[src/rtl/csr_responder_pkg.sv]
// Shared types and constants for the accelerator CSR endpoint.
package csr_responder_pkg;

    // Launch state machine: idle, waiting for the accelerator to take the start, running.
    typedef enum logic [1:0] {
        IDLE   = 2'd0,
        LAUNCH = 2'd1,
        BUSY   = 2'd2
    } state_e;

    // Internal registers follow directly after the accelerator status block.
    localparam int BUSY_OFS  = 0;
    localparam int PERF_OFS  = 1;

    // Bit of the start register that requests a launch.
    localparam int START_BIT = 0;

endpackage

[src/rtl/csr_rsp_reg.sv]
// Single-entry read response holding register with valid/ready hand-off.
module csr_rsp_reg #(
    parameter int RegDataWidth = 32
) (
    input  logic                    clk,
    input  logic                    rst_n,
    input  logic                    load,
    input  logic [RegDataWidth-1:0] load_data,
    input  logic                    rsp_ready,
    output logic                    rsp_valid,
    output logic [RegDataWidth-1:0] rsp_data,
    output logic                    rsp_free
);

    logic                    rsp_vld_p1;
    logic [RegDataWidth-1:0] rsp_data_p1;

    // Capture a new response on load; hold data and valid until the core takes it.
    always_ff @(posedge clk or negedge rst_n) begin
        if (!rst_n) begin
            rsp_vld_p1  <= 1'b0;
            rsp_data_p1 <= '0;
        end else if (load) begin
            rsp_vld_p1  <= 1'b1;
            rsp_data_p1 <= load_data;
        end else if (rsp_ready) begin
            rsp_vld_p1  <= 1'b0;
        end
    end

    // The slot can take a new entry when empty or being drained this cycle.
    assign rsp_free  = !rsp_vld_p1 || rsp_ready;
    assign rsp_valid = rsp_vld_p1;
    assign rsp_data  = rsp_data_p1;

endmodule

[src/rtl/csr_responder.sv]
// Accelerator-side CSR endpoint: config bank, status readback, launch FSM and busy counter.
module csr_responder
    import csr_responder_pkg::*;
#(
    parameter int RegRWCount    = 8,
    parameter int RegROCount    = 2,
    parameter int RegDataWidth  = 32,
    parameter int TotalRegCount = RegRWCount + RegROCount + 2,
    parameter int RegAddrWidth  = $clog2(TotalRegCount)
) (
    input  logic                                   clk_i,
    input  logic                                   rst_ni,
    input  logic [RegAddrWidth-1:0]                csr_addr_i,
    input  logic [RegDataWidth-1:0]                csr_wr_data_i,
    input  logic                                   csr_wr_en_i,
    input  logic                                   csr_req_valid_i,
    output logic                                   csr_req_ready_o,
    output logic [RegDataWidth-1:0]                csr_rd_data_o,
    output logic                                   csr_rsp_valid_o,
    input  logic                                   csr_rsp_ready_i,
    output logic [RegRWCount-1:0][RegDataWidth-1:0] register_rw_set_o,
    input  logic [RegROCount-1:0][RegDataWidth-1:0] register_ro_set_i,
    output logic                                   acc_start_valid_o,
    input  logic                                   acc_start_ready_i,
    input  logic                                   acc_done_i
);

    localparam logic [RegAddrWidth-1:0] RwEndAddr = RegAddrWidth'(RegRWCount);
    localparam logic [RegAddrWidth-1:0] StartAddr = RegAddrWidth'(RegRWCount - 1);
    localparam logic [RegAddrWidth-1:0] BusyAddr  = RegAddrWidth'(RegRWCount + RegROCount + BUSY_OFS);
    localparam logic [RegAddrWidth-1:0] PerfAddr  = RegAddrWidth'(RegRWCount + RegROCount + PERF_OFS);

    state_e                                  state_q;
    logic                                    start_vld_q;
    logic [RegRWCount-1:0][RegDataWidth-1:0] rw_q;
    logic [RegDataWidth-1:0]                 perf_q;
    logic [RegDataWidth-1:0]                 rd_mux;
    logic                                    rsp_free;
    logic                                    is_rw;
    logic                                    req_accept;
    logic                                    rw_wr;
    logic                                    rd_load;
    logic                                    launch;

    function automatic logic [RegDataWidth-1:0] sat_inc(input logic [RegDataWidth-1:0] v);
        return (v == '1) ? v : v + RegDataWidth'(1);
    endfunction

    assign is_rw           = csr_addr_i < RwEndAddr;
    // Config writes wait while the accelerator runs; reads only wait on the response slot.
    assign csr_req_ready_o = rsp_free && !(csr_wr_en_i && (state_q != IDLE) && is_rw);
    assign req_accept      = csr_req_valid_i && csr_req_ready_o;
    assign rw_wr           = req_accept && csr_wr_en_i && is_rw;
    assign rd_load         = req_accept && !csr_wr_en_i;
    assign launch          = rw_wr && (state_q == IDLE) && (csr_addr_i == StartAddr)
                             && csr_wr_data_i[START_BIT];

    // Read mux over the full map; unmapped addresses read as zero.
    always_comb begin
        rd_mux = '0;
        for (int i = 0; i < RegRWCount; i++) begin
            if (csr_addr_i == RegAddrWidth'(i)) rd_mux = rw_q[i];
        end
        for (int j = 0; j < RegROCount; j++) begin
            if (csr_addr_i == RegAddrWidth'(RegRWCount + j)) rd_mux = register_ro_set_i[j];
        end
        if (csr_addr_i == BusyAddr) rd_mux = {{(RegDataWidth-1){1'b0}}, state_q != IDLE};
        if (csr_addr_i == PerfAddr) rd_mux = perf_q;
    end

    // Config bank: CSR writes, plus self-clear of the start bit when the accelerator finishes.
    always_ff @(posedge clk_i or negedge rst_ni) begin
        if (!rst_ni) begin
            rw_q <= '0;
        end else begin
            if (rw_wr) begin
                for (int i = 0; i < RegRWCount; i++) begin
                    if (csr_addr_i == RegAddrWidth'(i)) rw_q[i] <= csr_wr_data_i;
                end
            end
            if ((state_q == BUSY) && acc_done_i) rw_q[RegRWCount-1][START_BIT] <= 1'b0;
        end
    end

    // Launch FSM with registered start-valid.
    always_ff @(posedge clk_i or negedge rst_ni) begin
        if (!rst_ni) begin
            state_q     <= IDLE;
            start_vld_q <= 1'b0;
        end else begin
            case (state_q)
                IDLE: begin
                    if (launch) begin
                        state_q     <= LAUNCH;
                        start_vld_q <= 1'b1;
                    end
                end
                LAUNCH: begin
                    if (acc_start_ready_i) begin
                        state_q     <= BUSY;
                        start_vld_q <= 1'b0;
                    end
                end
                BUSY: begin
                    if (acc_done_i) state_q <= IDLE;
                end
                default: begin
                    state_q     <= IDLE;
                    start_vld_q <= 1'b0;
                end
            endcase
        end
    end

    // Busy-cycle counter: restarts at launch, counts LAUNCH and BUSY cycles, saturates.
    always_ff @(posedge clk_i or negedge rst_ni) begin
        if (!rst_ni) begin
            perf_q <= '0;
        end else if (launch) begin
            perf_q <= '0;
        end else if (state_q != IDLE) begin
            perf_q <= sat_inc(perf_q);
        end
    end

    csr_rsp_reg #(
        .RegDataWidth(RegDataWidth)
    ) u_rsp_reg (
        .clk      (clk_i),
        .rst_n    (rst_ni),
        .load     (rd_load),
        .load_data(rd_mux),
        .rsp_ready(csr_rsp_ready_i),
        .rsp_valid(csr_rsp_valid_o),
        .rsp_data (csr_rd_data_o),
        .rsp_free (rsp_free)
    );

    assign register_rw_set_o = rw_q;
    assign acc_start_valid_o = start_vld_q;

endmodule

[config.mk]
export PLATFORM = sky130hd
export DESIGN_NAME = csr_responder
export DESIGN_NICKNAME = d
export VERILOG_FILES = /design/src/rtl/csr_responder_pkg.sv /design/src/rtl/csr_rsp_reg.sv /design/src/rtl/csr_responder.sv
export SDC_FILE = /design/constraint.sdc
export NUM_CORES = 1
export LEC_CHECK = 0
export CAP_MARGIN = 40
export CORE_ASPECT_RATIO = 1.25
export CORE_MARGIN = 4
export CORE_UTILIZATION = 54
export CTS_CLUSTER_DIAMETER = 100
export DETAILED_ROUTE_END_ITERATION = 7
export PLACE_DENSITY = 0.95
export SLEW_MARGIN = 20
export SYNTH_ARGS = -nofsm -noshare
export SYNTH_HDL_FRONTEND = slang
export SYNTH_SLANG_ARGS = --single-unit
[constraint.sdc]
create_clock -name clk_i -period 6.02 [get_ports clk_i]
set_input_delay 0.903 -clock clk_i [delete_from_list [all_inputs] [get_ports clk_i]]
set_output_delay 0.903 -clock clk_i [all_outputs]
set_load 0.05 [all_outputs]
**Yosys cells after proc, flatten, opt, wreduce, memory -nomap -nowiden**

Cells that the tools add are included.

- Order comparisons: 1
- Equality and inequality tests: 18
- Bitwise operators: 1
- Add/sub/neg operators: 1
- Mux-type cells: 34
- Reduce and logical (&&, ||, !) cells: 34

Operators by type and width:

| operator | count |
|---|---|
| $mux 32 | 22 |
| $mux 225 | 1 |
| $add 32x1->32 const B | 1 |
| $eq 32x32->1 const B | 1 |
| $reduce_and 2->1 | 10 |
| $eq 4x3->1 const B | 4 |
| $eq 4x4->1 const B | 4 |
| $logic_and 1x1->1 | 11 |
| $reduce_bool 2->1 | 5 |
| $eq 4x2->1 const B | 2 |
| $ne 2x2->1 const B | 4 |
| $mux 1 | 6 |
| $mux 2 | 3 |
| $pmux 2 s3 | 1 |
| $reduce_and 3->1 | 2 |
| $eq 4x1->1 const B | 1 |
| $logic_not 4->1 | 1 |
| $lt 4x4->1 const B | 1 |
| $logic_not 1->1 | 3 |
| $pmux 1 s3 | 1 |
| $eq 2x1->1 const B | 1 |
| $eq 2x2->1 const B | 1 |
| $logic_not 2->1 | 1 |
| $logic_or 1x1->1 | 1 |
| $not 1->1 | 1 |

- Bits of input ports: 107
- Output and inout port bits: 291
- Logic and storage cells: 103
- Flip-flop bits (word level): 324

**Longest topological paths before layout**

- Depth in word-level cells: 13
- Mapped depth: 9
- Gate-level depth less buffers: 5

**Modules after synthesis**

Synthesis repeated with hierarchy kept, for this count alone.

- Cells, all modules: 1376
- Area, all modules: 16283.1 um2

By module, submodules not included:

| module | area an instance (um2) | instances | cells an instance | sequential area each (um2) |
|---|---|---|---|---|
| csr_responder | 14904.3 | 1 | 1305 | 7282.0 |
| csr_rsp_reg | 1378.8 | 1 | 71 | 825.8 |

**Worst setup path after synthesis**

No wires, ideal clock.

- Path type: in2out
- Start point: in csr_rsp_ready_i
- End point: out csr_req_ready_o
- Path buffers: 0
- Data required time: 5.117 ns
- Data arrival time: 2.227 ns
- Setup slack: 2.890 ns
- Cell stages on the path: 2
- Cell sequence: nand2b_1 > a21boi_0

- Cells in the longest elaborated chain, start to end: 2

Ends and longest elaborated chain:

| item | RTL line | text |
|---|---|---|
| start: declaration | csr_responder.sv:20 | `input logic csr_rsp_ready_i,` |
| $logic_or 1x1->1 | csr_rsp_reg.sv:32 | `assign rsp_free = !rsp_vld_p1 \|\| rsp_ready;` |
| $logic_and 1x1->1 | csr_responder.sv:51 | `assign csr_req_ready_o = rsp_free && !(csr_wr_en_i && (state_q != IDLE) && is_rw);` |
| end: declaration | csr_responder.sv:17 | `output logic csr_req_ready_o,` |

Every way passes these cells.

**Worst setup path after layout**

- Start point: in csr_addr_i[3]
- End point: out csr_req_ready_o

- Cells in the longest elaborated chain, start to end: 4

Ends and longest elaborated chain:

| item | RTL line | text |
|---|---|---|
| start: declaration | csr_responder.sv:13 | `input logic [RegAddrWidth-1:0] csr_addr_i,` |
| $lt 4x4->1 | csr_responder.sv:49 | `assign is_rw = csr_addr_i < RwEndAddr;` |
| $logic_and 1x1->1 | csr_responder.sv:51 |  |
| $logic_not 1->1 | csr_responder.sv:51 |  |
| $logic_and 1x1->1 | csr_responder.sv:51 |  |

Every way passes these cells.

==> flow_metrics.py <==
metrics = {
    "status": {
        "status": "completed",
    },
    "detailed_routing": {
        "wirelength_microns": 63200,
        "via_per_inst": 6.77,
        "drt_iter0_drc": 1769,
        "ant_nets": 0,
        "first_pass_iters": 6,
        "via_count": 14367,
        "routedWlPerCell_microns": 29.8,
        "route.detailed.drc": 0,
    },
    "worst_setup_path": {
        "endpoint_kind": "output pin",
        "crit_type": "in -> out",
        "critPathMaxFanout": 24,
        "critPathRequiredTime_ns": 5.12,
        "startpoint_type": "primary input",
        "worstPathArrival_ns": 3.04,
        "rrSetupSlack_ns": 3.11,
    },
    "timing": {
        "setup_viol_count_final": 0,
        "setup_tns_ns": 0,
        "period_share_pct": 65.4,
        "slew_headroom_pct": 37.9,
        "fin_crit_ns": 3.94,
        "clock_skew_ns": 0.0127,
        "slew_viol_final": 0,
        "hold_viol": 0,
        "rsz0062_at_grt": "false",
        "tightest_slew_ns": 0.931,
        "fmax_mhz": 254,
    },
    "cts": {
        "cts_hold_buf": 0,
        "clk_latency_ns": 0.57,
        "cts_tree": "yes",
        "cts_resized": 0,
        "cts-htree-levels": 1,
        "clock-sinks": 324,
        "postCtsSetupRepairBufs": 0,
        "cts_root_buffer": "clkbuf_16",
        "cts_buffers": 31,
        "clk_pin_slew_worst_paths_ns": 0.07,
        "cts_buffer_depth": 3,
    },
    "hold_path": {
        "min_path_type": "in -> async",
    },
    "synthesis": {
        "ys_seq_area_share_pct": 51.2,
        "synth.distinct_cells": 57,
        "synth_area_sq_mm": 0.0159,
        "yosysWarnings": 0,
        "synth-main-ff-cell": "dfrtp_1",
        "synth_seq_cells": 324,
        "async_reset_ff_share_pct": 100,
        "synth-edff-count": 0,
        "synth.avg_cell_area_sq_um": 11.8,
        "postSynthCellCount": 1346,
        "syn-num-nets": 1454,
    },
    "cells_and_area": {
        "fill_cells": 1799,
        "final_common_cell": "clkdlybuf4s50_1",
        "nets": 1814,
        "layout-drive-gt1-share_pct": 23.9,
        "synthToLayoutAreaGrowth_pct": 35.8,
        "final_cell_mix": "clkdlybuf4s50_1 (393), dfrtp_1 (324), mux2_2 (276)",
    },
    "job": {
        "maxCapViolations": 0,
    },
    "place": {
        "portBuffers": 397,
        "dp_hpwl_microns": 42300,
        "gp_congestion": 0.989,
    },
    "global_routing": {
        "grt_max_degree": 164,
        "track_usage_pct": 38.1,
        "grt_pass1_vias": 14956,
        "grt-ovfl-total": 0,
        "antenna_found_initial": 2,
        "grt_pass1_wl_microns": 93100,
    },
    "floorplan": {
        "core_area_sq_mm": 0.0287,
        "die_width_microns": 161,
        "boundaryPins": 398,
        "row_count": 69,
        "die_area_sq_mm": 0.0322,
        "die_h_microns": 200,
        "start_util_pct": 55.3,
    },
    "power": {
        "total_power_uw": 7090,
        "p_leak_uw": 0.00932,
        "p_per_area_mw_per_mm2": 329,
        "peakVddDrop_uv": 294,
    },
}
-- per-stage QoR --
stage	cell area (sq um)	hold WS, ns	utilization, %	std cells	setup WS (ns)
after global routing	21500	0.434	75.1	2120	2.07
final	21500	0.396	75.1	2121	2.08
after CTS	21500	0.419	75.0	2117	2.12
after global placement	20100	0.494	70.3	2049	1.88
after floorplan	15900	0.506	-	1346	2.89
after detailed placement	20300	0.510	71.0	2060	1.89
-- cell type report --
class	instances	area, sq um	share of cell area (%)
diodes	1	2.50	0.0116
clock buffers	45	928	4.31
inverters	7	26.3	0.122
multi-input cells	911	7390	34.4
repair buffers	431	4360	20.3
well taps	390	488	2.27
clock inverters	12	213	0.988
flip-flops and latches	324	8110	37.7
-- synthesized netlist by cell type, types with 2 or more instances --
cell | number | share of area [%]
dfrtp_1 | 324 | 51
mux2_2 | 276 | 20
nor2_1 | 107 | 2.5
a21oi_1 | 102 | 3.2
mux2i_1 | 61 | 3.9
nand2_1 | 61 | 1.4
clkbuf_1 | 59 | 1.4
buf_2 | 28 | 0.88
o2bb2ai_1 | 25 | 1.4
or4_1 | 25 | 1.2
o31ai_1 | 24 | 1.1
o21ai_0 | 20 | 0.63
a222oi_1 | 18 | 1.1
a2bb2oi_1 | 17 | 0.94
a31o_2 | 17 | 0.94
buf_1 | 17 | 0.40
nand3_1 | 15 | 0.47
a221oi_1 | 14 | 0.77
nor3_1 | 12 | 0.38
nand4_1 | 11 | 0.43
and3_1 | 10 | 0.39
nor4_1 | 10 | 0.39
nand2b_1 | 9 | 0.36
mux4_2 | 8 | 1.1
o22a_1 | 7 | 0.39
a211o_1 | 6 | 0.33
a22o_1 | 6 | 0.33
inv_1 | 6 | 0.14
nor2b_1 | 6 | 0.24
and2_1 | 4 | 0.16
and4_1 | 4 | 0.22
mux2_1 | 3 | 0.21
o22ai_1 | 3 | 0.12
or3_1 | 3 | 0.12
a211oi_1 | 2 | 0.095
a31oi_1 | 2 | 0.079
nor4b_2 | 2 | 0.19
o211ai_1 | 2 | 0.095
o21a_1 | 2 | 0.095
-- registers in the layout, summed over array words and instances (netlist names) --
register and count:
perf_q 32, u_rsp_reg.rsp_data 32, acc_start_valid_o 1, state_q 2, u_rsp_reg.rsp_valid 1, register_rw_set_o 256
-- logic make-up (layout without fill, tap and decap cells) --
logic type      Yosys count  after routing  synth area share, %
simple gates            289            289                 9.13
other cells               0              1                    0
compound gates          273            273                 12.0
flops                   324            324                 51.2
mux                     348            348                 24.8
fa+ha+maj                 1              1               0.0789
buf+inv                 111            495                 2.85
-- final timing paths --
kind	from	end	depth (start not counted)
setup reg to reg	state_q[1]	register_rw_set_o[166]	5
hold / removal	rst_ni	register_rw_set_o[227]	1
max in group asynchronous	rst_ni	register_rw_set_o[84]	2
setup / recovery	csr_addr_i[3]	csr_req_ready_o	5
hold reg to reg	u_rsp_reg.rsp_data[18]	u_rsp_reg.rsp_data[18]	1
min in group clk_i	u_rsp_reg.rsp_data[18]	u_rsp_reg.rsp_data[18]	1
-- worst max-delay path: stages --
cell,delay [ns]
clkdlybuf4s50_1,0.47
buf_4,0.38
nor2b_1,0.20
a21boi_0,0.24
clkdlybuf4s50_1,0.84
-- layer usage --
metal | wire length [microns] | track usage (%) | up-vias
met2 | 29200 | 60.4 | 1187
met5 | 28 | 0 | -
met3 | 7640 | 11.0 | 359
met4 | 5220 | 24.3 | 4
met1 | 21200 | 45.9 | 7068
li1 | - | - | 5749
-- where the power goes --
part	switching [uW]	total, uW	internal [uW]
clock network	853	2170	1320
registers	246	2690	2440
logic	1460	2230	773
total	2550	7090	4530
Power figures use the tool's default switching activity.
